--- src/rtl/fetch_unit.sv ---
// Instruction fetch stage: single outstanding memory read, small FIFO of {instr, pc+2}
// presented at the head to issue control, with branch and flush redirection.
module fetch_unit #(
   parameter int unsigned QUEUE_DEPTH = 4,
   parameter logic [15:0] RESET_PC    = 16'h0000
) (
   input  logic                          clk,
   input  logic                          rst,
   output logic [15:0]                   mem_address,
   output logic                          mem_read,
   input  logic [15:0]                   mem_rdata,
   input  logic                          mem_resp,
   output logic [15:0]                   instr,
   output logic                          instr_is_new,
   output logic [15:0]                   curr_pc,
   input  logic                          stall,
   input  logic                          pcmux_sel,
   input  logic [15:0]                   br_pc,
   input  logic                          flush,
   input  logic [15:0]                   flush_pc,
   output logic [$clog2(QUEUE_DEPTH):0]  queue_count
);

   localparam int unsigned PTR_W = $clog2(QUEUE_DEPTH);
   localparam int unsigned CNT_W = PTR_W + 1;

   typedef enum logic [1:0] {
      S_IDLE    = 2'd0,
      S_WAIT    = 2'd1,
      S_DISCARD = 2'd2
   } state_t;

   state_t             r_state;
   state_t             w_state_nxt;
   logic               r_mem_read;
   logic [15:0]        r_fetch_pc;
   logic [15:0]        r_req_addr;
   logic [15:0]        r_q_instr [QUEUE_DEPTH];
   logic [15:0]        r_q_pc    [QUEUE_DEPTH];
   logic [PTR_W-1:0]   r_head;
   logic [PTR_W-1:0]   r_tail;
   logic [CNT_W-1:0]   r_count;

   logic               w_head_valid;
   logic               w_pop;
   logic               w_redirect;
   logic [15:0]        w_redirect_pc;
   logic [CNT_W-1:0]   w_count_after_pop;
   logic               w_push;
   logic               w_start_req;

   // Head handshake and redirect priority: flush wins over a taken branch at the head
   assign w_head_valid      = (r_count != '0);
   assign w_pop             = w_head_valid & ~stall;
   assign w_redirect        = flush | (pcmux_sel & w_pop);
   assign w_redirect_pc     = flush ? flush_pc : br_pc;
   assign w_count_after_pop = r_count - CNT_W'(w_pop);

   // Next-state and fetch control
   always_comb begin
      w_state_nxt = r_state;
      w_push      = 1'b0;
      w_start_req = 1'b0;
      case (r_state)
         S_IDLE: begin
            if (!w_redirect && (w_count_after_pop < CNT_W'(QUEUE_DEPTH))) begin
               w_start_req = 1'b1;
               w_state_nxt = S_WAIT;
            end
         end
         S_WAIT: begin
            if (mem_resp) begin
               w_push      = ~w_redirect;
               w_state_nxt = S_IDLE;
            end else if (w_redirect) begin
               w_state_nxt = S_DISCARD;
            end
         end
         S_DISCARD: begin
            if (mem_resp) begin
               w_state_nxt = S_IDLE;
            end
         end
         default: begin
            w_state_nxt = S_IDLE;
         end
      endcase
   end

   // State register; mem_read is registered alongside it
   always_ff @(posedge clk) begin
      if (rst) begin
         r_state    <= S_IDLE;
         r_mem_read <= 1'b0;
      end else begin
         r_state    <= w_state_nxt;
         r_mem_read <= (w_state_nxt != S_IDLE);
      end
   end

   // Fetch PC and the address of the read in flight
   always_ff @(posedge clk) begin
      if (rst) begin
         r_fetch_pc <= RESET_PC;
         r_req_addr <= RESET_PC;
      end else begin
         if (w_start_req) begin
            r_req_addr <= r_fetch_pc;
         end
         if (w_redirect) begin
            r_fetch_pc <= w_redirect_pc;
         end else if (w_push) begin
            r_fetch_pc <= r_fetch_pc + 16'd2;
         end
      end
   end

   // Queue pointers and occupancy; a redirect empties the queue including this cycle's push
   always_ff @(posedge clk) begin
      if (rst) begin
         r_head  <= '0;
         r_tail  <= '0;
         r_count <= '0;
      end else if (w_redirect) begin
         r_head  <= '0;
         r_tail  <= '0;
         r_count <= '0;
      end else begin
         if (w_push) begin
            r_tail <= r_tail + PTR_W'(1);
         end
         if (w_pop) begin
            r_head <= r_head + PTR_W'(1);
         end
         case ({w_push, w_pop})
            2'b10:   r_count <= r_count + CNT_W'(1);
            2'b01:   r_count <= r_count - CNT_W'(1);
            default: r_count <= r_count;
         endcase
      end
   end

   // Queue storage; contents only matter while counted as valid
   always_ff @(posedge clk) begin
      if (w_push && !w_redirect) begin
         r_q_instr[r_tail] <= mem_rdata;
         r_q_pc[r_tail]    <= r_req_addr + 16'd2;
      end
   end

   assign mem_address  = r_req_addr;
   assign mem_read     = r_mem_read;
   assign instr_is_new = w_head_valid;
   assign instr        = w_head_valid ? r_q_instr[r_head] : 16'h0000;
   assign curr_pc      = w_head_valid ? r_q_pc[r_head] : 16'h0000;
   assign queue_count  = r_count;

endmodule

--- config.mk ---
export PLATFORM = sky130hd
export DESIGN_NAME = fetch_unit
export DESIGN_NICKNAME = d
export VERILOG_FILES = /design/src/rtl/fetch_unit.sv
export SDC_FILE = /design/constraint.sdc
export NUM_CORES = 1
export LEC_CHECK = 0
export BUFFER_PORTS_ARGS = -buffer_cell sky130_fd_sc_hd__buf_2
export CAP_MARGIN = 20
export CORE_UTILIZATION = 57
export DETAILED_ROUTE_END_ITERATION = 8
export MAX_ROUTING_LAYER = met4
export PLACE_DENSITY = 0.8
export SYNTH_ARGS = -nofsm -noshare
export SYNTH_HDL_FRONTEND = slang
export SYNTH_SLANG_ARGS = --single-unit
--- constraint.sdc ---
create_clock -name clk -period 3 [get_ports clk]
set_input_delay 0.15 -clock clk [delete_from_list [all_inputs] [get_ports clk]]
set_output_delay 0.15 -clock clk [all_outputs]
set_load 0.01 [all_outputs]
# == After elaboration in Yosys (flattened, before gate mapping) ==
# Memories as Yosys holds them, arrays and structs flattened. A register that Yosys moved wholly into a read port is not among the register bits.
# Cells that the tools add are included.
# totals
mem_bits_rw,128
output_inout_bits,53
reg_bits,42
n_memories,2
# classes
eq_ne,4
reduce_logical,9
magnitude_cmp,1
muxes,21
bitwise_logic,5
addsub,7
# mem_list
memory,depth,width,rd,rd_ports_with_merged_regs,wr,line_no,rtl
r_q_instr,4,16,1,1,1,38,logic [15:0] r_q_instr [QUEUE_DEPTH];
r_q_pc,4,16,1,1,1,39,logic [15:0] r_q_pc [QUEUE_DEPTH];
# ops
cell,count
two-way mux 16 bit,5
"adder 16 x 2 -> 16 bit, second input constant",2
two-way mux 2 bit,8
two-way mux 1 bit,6
one-hot mux 2 bit (3 select lines),1
one-hot mux 3 bit (2 select lines),1
nonzero test 2 bit,3
"adder 2 x 1 -> 2 bit, second input constant",2
"== test 2 x 1 -> 1 bit, second input constant",2
"== test 2 bit, second input constant",2
"adder 3 x 1 -> 3 bit, second input constant",1
"< comparator 3 bit, second input constant",1
nonzero test 3 bit,1
subtractor 3 x 1 -> 3 bit,1
"subtractor 3 x 1 -> 3 bit, second input constant",1
AND 1 bit,2
logical AND 1 bit,2
logical NOT 2 bit,1
inverter 1 bit,2
OR reduction 2 bit,1
logical NOT 1 bit,1
OR 1 bit,1

# == Longest topological paths before layout ==
# Gate-level depths: netlist of the first run.
# logic_depth
word_depth,10
depth_mapped,11
depth_no_buf,9

# == Worst setup path after synthesis of the first run ==
# Ideal clock, no wire load.
# synth_timing
kind,reg2reg
startpoint,reg r_count[2] (netlist: queue_count[2])
endpoint,mem r_q_instr[0][0] (enable)
setup_ns,0.392
n_path_buf,1
arrival_ns,2.161
path_slack_ns,0.446
stages_incl_launch_ff,6
cell_sequence,dfxtp_1 nor3_4 inv_2 a21oi_1 buf_2 and3_1
# synth_between
elab_chain_len,10
word_cells_on_any_way,11
cone_classes,4 x mux; 4 x bitwise; 3 x reduce/logical
# synth_rtl
item,line_no,rtl
"start, declared",42,logic [CNT_W-1:0] r_count;
"start signal, assigned",136,2'b10: r_count <= r_count + CNT_W'(1);
"start signal, assigned",137,2'b01: r_count <= r_count - CNT_W'(1);
"start signal, assigned",138,default: r_count <= r_count;
nonzero test 3 bit *,53,assign w_head_valid = (r_count != '0);
AND 1 bit *,54,assign w_pop = w_head_valid & ~stall;
AND 1 bit *,55,assign w_redirect = flush | (pcmux_sel & w_pop);
OR 1 bit *,55,
inverter 1 bit,73,w_push = ~w_redirect;
two-way mux 1 bit,72,if (mem_resp) begin
two-way mux 1 bit,64,case (r_state)
logical AND 1 bit *,145,if (w_push && !w_redirect) begin
two-way mux 1 bit *,145,
two-way mux 1 bit (implied by the code) *,146,r_q_instr[r_tail] <= mem_rdata;
"end, declared",38,
# Mark *: on every way between the ends. The rest lies on a longest branch, timed or not.

# == Final worst setup path of the first run ==
# layout_timing
startpoint,reg r_state[0]
endpoint,reg r_count[2] (netlist: queue_count[2])
# layout_between
elab_chain_len,4
word_cells_on_any_way,6
cone_classes,3 x eq/ne; 2 x mux; 1 x reduce/logical
# layout_rtl
item,line_no,rtl
"start, declared",33,state_t r_state;
"start signal, assigned",96,r_state <= w_state_nxt;
== test 2 x 1 -> 1 bit *,64,
two-way mux 1 bit *,64,
== test 2 x 1 -> 1 bit or == test 2 bit (tied branches),135,"case ({w_push, w_pop})"
one-hot mux 3 bit (2 select lines) or nonzero test 2 bit (tied branches),-,
# Marked as above.
# A chain may end at the register's enable or synchronous reset.

==> results of run 1 <==
## layout make-up
cell class / count / area, sq um / share of cell area
clock buffer: 19 / 433 / 0.0491
multi-input combinational: 275 / 2410 / 0.273
inverter: 14 / 52.6 / 0.00596
tap: 168 / 210 / 0.0239
clock inverter: 13 / 196 / 0.0223
timing repair buffer: 133 / 788 / 0.0894
sequential: 172 / 4730 / 0.536
## power groups by stage
stage / Sequential (W) / Clock (W) / Combinational [W]
floorplan: 0.00267 / 0 / 0.000141
global placement: 0.00268 / 0 / 0.000220
detailed placement: 0.00268 / 0 / 0.000229
CTS: 0.00263 / 0.00233 / 0.000248
global route: 0.00263 / 0.00244 / 0.000273
finish: 0.00263 / 0.00230 / 0.000248
## state kept, by name, summed over array words and instances (netlist names), named ones only
| register | count |
|---|---|
| r_head | 2 |
| r_state | 2 |
| r_q_instr | 64 |
| mem_read | 1 |
| r_q_pc | 64 |
| queue_count | 3 |
| mem_address | 16 |
| r_tail | 2 |
| r_fetch_pc | 16 |
## final timing paths
| path | start | to | slack, ns | depth (start not counted) |
|---|---|---|---|---|
| worst max-delay path | r_state[0]$_SDFF_PP0_ | queue_count[2]$_SDFFE_PP0P_ | 0.59 | 9 |
| worst min-delay path | br_pc[7] | r_fetch_pc[7]$_SDFFE_PP0P_ | 0.08 | 3 |
| worst max register to register | r_state[0]$_SDFF_PP0_ | queue_count[2]$_SDFFE_PP0P_ | 0.59 | 9 |
| worst min register to register | r_tail[1]$_SDFFE_PP0P_ | r_tail[1]$_SDFFE_PP0P_ | 0.50 | 2 |
## per-layer routing
metal  GRT usage  up-vias  wire (um)
li1            -     2109          -
met1       0.280     2178       6030
met2       0.369      147       6760
met3      0.0517       12        715
met4      0.0892        0        172
met5           -        -          0
## worst min-delay path: cells and delay by family
kind                   cells  cell delay [ns]
AO/OA/AOI/OAI              2             0.23
buffers and inverters      1             0.08
## cells in the final DEF (no fill, tap or decap), types with 5 or more instances in the layout
cell type	instances
nor2_1	35
dfxtp_1	43
buf_2	106
o21ai_0	6
nand4_1	5
xnor2_1	17
nand2_1	16
buf_4	9
nand3_1	8
a211oi_1	17
clkbuf_16	17
nor2b_1	8
inv_1	13
edfxtp_1	128
bufinv_16	5
and3_1	8
xor2_1	8
ha_1	7
mux2i_1	19
mux4_2	32
a21oi_1	7
and2_1	33
dlygate4sd3_1	17
## cell families (layout without fill, tap and decap cells)
group           count (synthesis)  after routing  share of synthesized area
compound gates                 53             53                     0.0556
xor+xnor                       25             25                     0.0300
fa+ha+maj                       8              8                     0.0148
buf+inv                        37            179                     0.0216
flops                         172            172                      0.648
mux                            51             51                      0.125
simple gates                  138            138                      0.105
## per-stage QoR
step	hold WS, ns	cells
3_3_place_gp	0.363	745
6_report	0.0835	794
2_1_floorplan	0.228	484
5_1_grt	0.0999	794
3_5_place_dp	0.373	745
4_1_cts	0.0610	794
==> impl_metrics.env, run 1 <==
export IMPL_synth_area_sq_mm=0.00729
export IMPL_cts_tree="built"
export IMPL_drtIter0Drc=351
export IMPL_final_area_sq_mm=0.00881
export IMPL_maxSlewViolCount=0
export IMPL_gp_congestion=0.900
export IMPL_synthArstFlopShare=0
export IMPL_ir_worst_vdd_uv=505
export IMPL_fin_skew_ns=0.0129
export IMPL_synth_flop_cell="edfxtp_1"
export IMPL_dpl_hpwl_um=8970
export IMPL_cp_cell_sequence="and3b_1 > o211ai_1 > ha_1 > inv_1 > fa_1 > xor2_1 > nor2_1 > xnor2_1 > nor2_1"
export IMPL_power_total_w=0.00518
export IMPL_clockBufferDepth=2
export IMPL_slew_limit_headroom=0.605
export IMPL_drt_antenna_violating_nets=0
export IMPL_fin_crit_ns=2.41
export IMPL_critPathMostFrequentCell="nor2_1"
export IMPL_p_leak_nw=3.29
export IMPL_pre_cts_slack_ns=0.642
export IMPL_power_density_mw_per_mm2=588
export IMPL_p_seq_frac=0.508
export IMPL_antenna_found_initial=0
export IMPL_yosysMostFrequentCell="edfxtp_1"
export IMPL_std_cell_rows=40
export IMPL_synth_seq_cells=172
export IMPL_cts_hold_fix_buffers=17
export IMPL_status="finished clean"
export IMPL_wire_per_inst_um=17.2
export IMPL_io_buffers=106
export IMPL_die_h_um=115
export IMPL_htree_levels=4
export IMPL_p_switching_w=0.00100
export IMPL_first_global_vias=4422
export IMPL_rsz0062_at_grt="no"
export IMPL_start_util=0.594
export IMPL_worstPathArrival_ns=2.70
export IMPL_path_class="reg2reg"
export IMPL_core_sq_mm=0.0123
export IMPL_power_internal_w=0.00417
export IMPL_clk_pin_slew_ns=0.06
export IMPL_grt_max_degree=37
export IMPL_post_cts_resized=0
export IMPL_switching_share=0.194
export IMPL_crit_family="simple AND/OR/NAND/NOR gates"
export IMPL_first_pass_iters=4
export IMPL_grt_use_total=0.228
export IMPL_vias=4446
export IMPL_path_buf_inv=1
export IMPL_fillCellCount=776
export IMPL_syn_area_per_cell_sq_um=15.1
export IMPL_syn2layout_area_growth_pct=20.9
export IMPL_postCtsSetupRepairBufs=0
export IMPL_die_area_sq_mm=0.0132
export IMPL_hold_viol_final=0
export IMPL_synth_common_cells="128 x edfxtp_1, 44 x dfxtp_1, 35 x nor2_1"
export IMPL_clock_sinks=172
export IMPL_placed_area_sq_mm=0.00801
export IMPL_yosys_top_cells_area="edfxtp_1 53%, dfxtp_1 12%, mux4_2 9.9%"
export IMPL_hp_class="in2reg"
export IMPL_yosysUniqueCellTypes=54
export IMPL_crit_slowest_cell="and3b_1"
export IMPL_synth_edf_count=128
export IMPL_worst_path_max_fanout=14
export IMPL_start_kind="flip-flop"
export IMPL_utilization=0.719
export IMPL_root_buffer="clkbuf_16"
export IMPL_viasPerCell=5.60
export IMPL_routed_wl_um=13700
export IMPL_fin_nets=675
export IMPL_required_ns=3.30
export IMPL_fmax_mhz=416
export IMPL_numCtsBuffers=17
export IMPL_yosysWarnings=0
export IMPL_syn_nets=546
export IMPL_comb_power_share=0.048
export IMPL_cp_slowest_stage_delay_ns=0.54
export IMPL_worst_pin_slew_ns=0.592
export IMPL_fin_crit_sh=0.802
export IMPL_p_clk_frac=0.445
export IMPL_drive_above_1_share=0.291
export IMPL_synth_seq_area_share=0.648
export IMPL_setup_viol=0
export IMPL_synthCells=484
export IMPL_end_kind="flip-flop"
export IMPL_clk_insertion_delay_late_ns=0.41
export IMPL_grt_overflow_total=0
export IMPL_fin_tns_setup_ns=0
export IMPL_drc_errors=0
export IMPL_diodes=0
export IMPL_drv_cap=0
export IMPL_synth_top_area_share=0.527
export IMPL_die_x_um=115
export IMPL_setup_ws_ns=0.594
export IMPL_ios=107
export IMPL_synth_top_area_cell="edfxtp_1"
export IMPL_grt_pass1_wl_um=21600
No activity file was read; power rests on OpenSTA's default activity.
==> run 2: changes to the inputs <==
clock period = 2.3 ns   (was 3 ns; I/O delays follow)
==> run 2 against run 1 <==
Global-route usage grew 1.2 points. Cell count grew 0.38%. Die area is the same. Via count shrank 0.85%. Register-to-register slack lost 0.45 ns. Combinational power grew 35%. Largest power group unchanged. Wire length grew 4.9%. Cell area grew 0.16%. Flip-flop and latch count is the same.
==> impl_metrics.env, run 2 (same netlist as run 1, synthesis figures left out) <==
export IMPL_ios=107
export IMPL_drv_cap=0
export IMPL_wire_per_inst_um=18.0
export IMPL_slew_limit_headroom=0.576
export IMPL_std_cell_rows=40
export IMPL_worst_path_max_fanout=25
export IMPL_cts_hold_fix_buffers=17
export IMPL_layout_common_cells="128 x edfxtp_1, 106 x buf_2, 43 x dfxtp_1"
export IMPL_comb_power_share=0.052
export IMPL_fin_nets=678
export IMPL_mostFrequentLayoutCell="edfxtp_1"
export IMPL_clk_insertion_delay_late_ns=0.41
export IMPL_clockBufferDepth=2
export IMPL_fmax_mhz=464
export IMPL_fin_crit_ns=2.15
export IMPL_cts_tree="built"
export IMPL_grt_max_degree=36
export IMPL_power_internal_w=0.00504
export IMPL_postCtsSetupRepairBufs=0
export IMPL_hp_class="in2reg"
export IMPL_switching_share=0.219
export IMPL_largest_registers="r_q_instr (64), r_q_pc (64)"
export IMPL_worstPathArrival_ns=2.26
export IMPL_path_class="reg2reg"
export IMPL_pre_cts_slack_ns=0.152
export IMPL_worst_pin_slew_ns=0.627
export IMPL_status="finished clean"
export IMPL_viasPerCell=5.53
export IMPL_die_area_sq_mm=0.0132
export IMPL_fin_skew_ns=0.00983
export IMPL_setup_ws_ns=0.145
export IMPL_io_buffers=106
export IMPL_crit_slowest_cell="and3_2"
export IMPL_htree_levels=4
export IMPL_cp_cell_sequence="nor3_4 > inv_2 > a21oi_1 > and3_2 > buf_12"
export IMPL_p_seq_frac=0.531
export IMPL_path_buf_inv=2
export IMPL_grt_use_total=0.239
export IMPL_required_ns=2.41
export IMPL_end_kind="flip-flop"
export IMPL_hold_viol_final=0
export IMPL_clock_sinks=172
export IMPL_antenna_found_initial=0
export IMPL_drt_antenna_violating_nets=0
export IMPL_gp_congestion=0.885
export IMPL_grt_pass1_wl_um=22600
export IMPL_holdWs_ns=0.0375
export IMPL_dpl_hpwl_um=9240
export IMPL_die_x_um=115
export IMPL_power_density_mw_per_mm2=731
export IMPL_drc_errors=0
export IMPL_fin_crit_sh=0.937
export IMPL_crit_family="simple AND/OR/NAND/NOR gates"
export IMPL_p_leak_nw=3.26
export IMPL_drive_above_1_share=0.307
export IMPL_vias=4408
export IMPL_numCtsBuffers=17
export IMPL_ir_worst_vdd_uv=351
export IMPL_die_h_um=115
export IMPL_utilization=0.720
export IMPL_post_cts_resized=0
export IMPL_maxSlewViolCount=0
export IMPL_drtIter0Drc=323
export IMPL_core_sq_mm=0.0123
export IMPL_fin_tns_setup_ns=0
export IMPL_first_pass_iters=4
export IMPL_first_global_vias=4452
export IMPL_diodes=0
export IMPL_rsz0062_at_grt="no"
export IMPL_routed_wl_um=14300
export IMPL_final_area_sq_mm=0.00883
export IMPL_start_kind="flip-flop"
export IMPL_p_clk_frac=0.417
export IMPL_placed_area_sq_mm=0.00809
export IMPL_syn2layout_area_growth_pct=21.1
export IMPL_cp_slowest_stage_delay_ns=0.44
export IMPL_root_buffer="clkbuf_16"
export IMPL_p_switching_w=0.00141
export IMPL_setup_viol=0
export IMPL_grt_overflow_total=0
export IMPL_start_util=0.594
export IMPL_clk_pin_slew_ns=0.07
run 2: power by group through the flow:
stage | clock network, W | logic [W] | registers [W]
after floorplan | 0 | 0.000184 | 0.00348
after global placement | 0 | 0.000299 | 0.00349
after detailed placement | 0 | 0.000311 | 0.00349
after CTS | 0.00272 | 0.000335 | 0.00342
after global routing | 0.00285 | 0.000369 | 0.00343
final | 0.00269 | 0.000334 | 0.00342
run 2: area by class of cell:
type / instances / area [sq um]
Sequential cell: 172 / 4730
Fill cell: 771 / 3430
Multi-Input combinational cell: 275 / 2410
Timing Repair Buffer: 136 / 861
Clock buffer: 17 / 425
Tap cell: 168 / 210
Clock inverter: 15 / 140
Inverter: 14 / 52.6
run 2: path summary, 6_finish.rpt:
kind                          startpoint                          to  slack (ns)  cells after the start
max          queue_count[2]$_SDFFE_PP0P_     r_q_pc[1][10]$_DFFE_PP_        0.15                      5
min                             br_pc[7]  r_fetch_pc[7]$_SDFFE_PP0P_        0.04                      3
max reg2reg  queue_count[2]$_SDFFE_PP0P_     r_q_pc[1][10]$_DFFE_PP_        0.15                      5
min reg2reg   r_fetch_pc[0]$_SDFFE_PP0P_  r_fetch_pc[0]$_SDFFE_PP0P_        0.51                      2
run 2: per-layer routing:
metal  wire [um]  part of all wire  track usage  vias up
met2        7420              0.52        0.401      152
met1        6180              0.43        0.292     2126
li1            -                 -            -     2122
met3         648             0.045       0.0496        8
met4         100            0.0070       0.0788        0
met5           0                 0            -        -
run 2: worst min-delay path, cell delays in order:
cell,delay [ns]
buf_2,0.08
o221ai_1,0.09
a21oi_1,0.12
run 2: stage by stage:
stage | std cells | total power, W
finish | 797 | 0.00645
global route | 797 | 0.00665
CTS | 797 | 0.00648
detailed placement | 748 | 0.00380
global placement | 748 | 0.00379
floorplan | 484 | 0.00366
==> run 3: changes to the inputs <==
ABC_AREA = 1   (was unset)
PLACE_DENSITY = 0.88   (was 0.8)
==> run 3 against run 2 <==
Sequential share of layout area is 1.7 points lower. Wire length is 20% higher. Largest cell class unchanged. Largest power group unchanged. Register-to-register slack better by 0.11 ns. Via count is 36% higher. Total power is 3.4% higher. Critical endpoint is now instr[1]. Clock skew is 0.0016 ns higher.
==> impl_metrics.env, run 3 <==
export IMPL_synth_top_family_by_area="simple AND/OR/NAND/NOR gates"
export IMPL_drt_antenna_violating_nets=0
export IMPL_gp_congestion=0.957
export IMPL_grt_pass1_wl_um=28100
export IMPL_core_sq_mm=0.0128
export IMPL_setup_viol=0
export IMPL_rsz0062_at_grt="no"
export IMPL_fin_skew_ns=0.0114
export IMPL_multi_input_area_sq_mm=0.00257
export IMPL_hold_viol_final=0
export IMPL_worstPathArrival_ns=2.05
export IMPL_clock_sinks=172
export IMPL_p_leak_nw=3.67
export IMPL_path_buf_inv=3
export IMPL_end_kind="output pin"
export IMPL_die_h_um=118
export IMPL_worst_pin_slew_ns=0.717
export IMPL_layout_common_cells="190 x nor2_1, 128 x edfxtp_1, 106 x buf_2"
export IMPL_largest_registers="r_q_instr (64), r_q_pc (64)"
export IMPL_start_util=0.595
export IMPL_maxSlewViolCount=0
export IMPL_mostFrequentLayoutCell="nor2_1"
export IMPL_htree_levels=4
export IMPL_cp_slowest_stage_delay_ns=0.45
export IMPL_fin_crit_ns=2.17
export IMPL_io_buffers=106
export IMPL_synthCells=786
export IMPL_clk_pin_slew_ns=0.06
export IMPL_ir_worst_vdd_uv=561
export IMPL_first_global_vias=5827
export IMPL_wl_met1_um=6980
export IMPL_final_area_sq_mm=0.00913
export IMPL_fmax_mhz=461
export IMPL_drive_above_1_share=0.185
export IMPL_fin_crit_sh=0.943
export IMPL_cp_cell_sequence="inv_1 > buf_4 > nor2_1 > o21ai_0 > a21oi_1 > buf_2"
export IMPL_diodes=0
export IMPL_std_cell_rows=41
export IMPL_syn2layout_area_growth_pct=19.5
export IMPL_synth_top_area_cell="edfxtp_1"
export IMPL_yosysUniqueCellTypes=34
export IMPL_vias=6001
export IMPL_root_buffer="clkbuf_16"
export IMPL_crit_family="buffers and inverters"
export IMPL_synth_flop_cell="edfxtp_1"
export IMPL_synth_area_sq_mm=0.00763
export IMPL_synth_common_cells="194 x nor2_1, 128 x edfxtp_1, 95 x nand2_1"
export IMPL_syn_area_per_cell_sq_um=9.71
export IMPL_topRoutingLayerUsed="met4"
export IMPL_synth_xor_xnor_area_share=0.0195
export IMPL_yosysWarnings=0
export IMPL_hp_class="in2reg"
export IMPL_fillCellCount=836
export IMPL_viasPerCell=5.51
export IMPL_drtIter0Drc=504
export IMPL_slew_limit_headroom=0.521
export IMPL_die_area_sq_mm=0.0139
export IMPL_synth_fa_ha_area_frac=0.0141
export IMPL_ios=107
export IMPL_die_x_um=118
export IMPL_seqCellArea_sq_mm=0.00473
export IMPL_grt_use_total=0.267
export IMPL_synth_seq_area_share=0.619
export IMPL_syn_nets=848
export IMPL_synth_simple_area_share=0.187
export IMPL_clockBufferDepth=2
export IMPL_synthArstFlopShare=0
export IMPL_first_pass_iters=5
export IMPL_met3WireLength_um=1150
export IMPL_cts_tree="built"
export IMPL_start_kind="flip-flop"
export IMPL_synth_edf_count=128
export IMPL_grt_max_degree=65
export IMPL_synth_mux_area_frac=0.00918
export IMPL_yosysMostFrequentCell="nor2_1"
export IMPL_power_total_w=0.00667
export IMPL_crit_slowest_cell="inv_1"
export IMPL_fin_cells=1090
export IMPL_dpl_hpwl_um=10300
export IMPL_drc_errors=0
export IMPL_required_ns=2.18
export IMPL_placedCellCount=1042
export IMPL_placed_area_sq_mm=0.00838
export IMPL_synth_compound_area_frac=0.103
export IMPL_path_class="reg2out"
export IMPL_yosys_top_cells_area="edfxtp_1 50%, dfxtp_1 12%, nor2_1 9.5%"
export IMPL_wire_per_inst_um=15.9
export IMPL_clk_insertion_delay_late_ns=0.43
export IMPL_routed_wl_um=17300
export IMPL_power_density_mw_per_mm2=731
export IMPL_status="finished clean"
export IMPL_numCtsBuffers=17
export IMPL_worst_path_max_fanout=17
export IMPL_route_met2_wl_um=8740
export IMPL_fin_nets=968
export IMPL_grt_overflow_total=0
export IMPL_drv_cap=0
export IMPL_synth_seq_cells=172
export IMPL_antenna_found_initial=0
export IMPL_synth_top_area_share=0.504
run 3: cell count changes after synthesis, moves of 16 or more:
cell      change
nor3_1       +16
nand2_1      +79
a21oi_1      +50
and2_1       -33
a211oi_1     -17
o21ai_0      +86
inv_1        +31
mux4_2       -32
nor2_1      +159
run 3: cell families after synthesis:
group                      after synthesis
and+or+nand+nor                        344
DFF                                    172
AOI/OAI and AO/OA                      154
buffers and inverters                   84
xor gates and xnor gates                17
adders and majority gates                8
muxes                                    7
run 3: what timing repair did:
item | CTS | global route
setup buffers | 0 | 0
endpoints found under the setup margin | 13 | 6
gates resized for setup | 1 | 1
endpoints found under the hold margin | 65 | 0
cloned | 0 | 0
hold buffers | 17 | 0
run 3: worst paths after layout:
kind / startpoint / to / slack (ns) / depth (start not counted)
min reg2reg: r_head[0]$_SDFFE_PP0N_ / r_head[0]$_SDFFE_PP0N_ / 0.49 / 1
max: flip-flop / instr[1] / 0.13 / 6
max reg2reg: r_state[0]$_SDFF_PP0_ / queue_count[2]$_SDFFE_PP0P_ / 0.26 / 12
min: rst / r_fetch_pc[1]$_SDFFE_PP0P_ / 0.01 / 2
run 3: power breakdown:
part           total (W)  switching, W  internal, W
Clock            0.00276       0.00116      0.00160
Combinational   0.000433      0.000260     0.000173
Sequential       0.00348     0.0000727      0.00341
run 3: cell type report:
type | instances | share of cell area
Clock buffer | 17 | 0.0466
Sequential cell | 172 | 0.518
Tap cell | 172 | 0.0236
Multi-Input combinational cell | 530 | 0.282
Timing Repair Buffer | 138 | 0.0950
Clock inverter | 14 | 0.0156
Inverter | 47 | 0.0195
run 3: per-stage QoR:
stage | util | worst slack (ns) | setup TNS (ns) | hold slack, ns
global placement | 0.654 | 0.378 | 0 | 0.330
detailed placement | 0.654 | 0.317 | 0 | 0.330
global route | 0.712 | 0.0249 | 0 | 0.0156
CTS | 0.711 | 0.0852 | 0 | 0.00110
finish | 0.712 | 0.131 | 0 | 0.0115
floorplan | - | -0.475 | -60.77 | 0.214
run 3: per-layer routing:
metal  vias to the layer above  global-route usage
met2                       242               0.436
met4                         0               0.119
met3                        39              0.0460
met1                      2825               0.325
met5                         -                   -
li1                       2895                   -
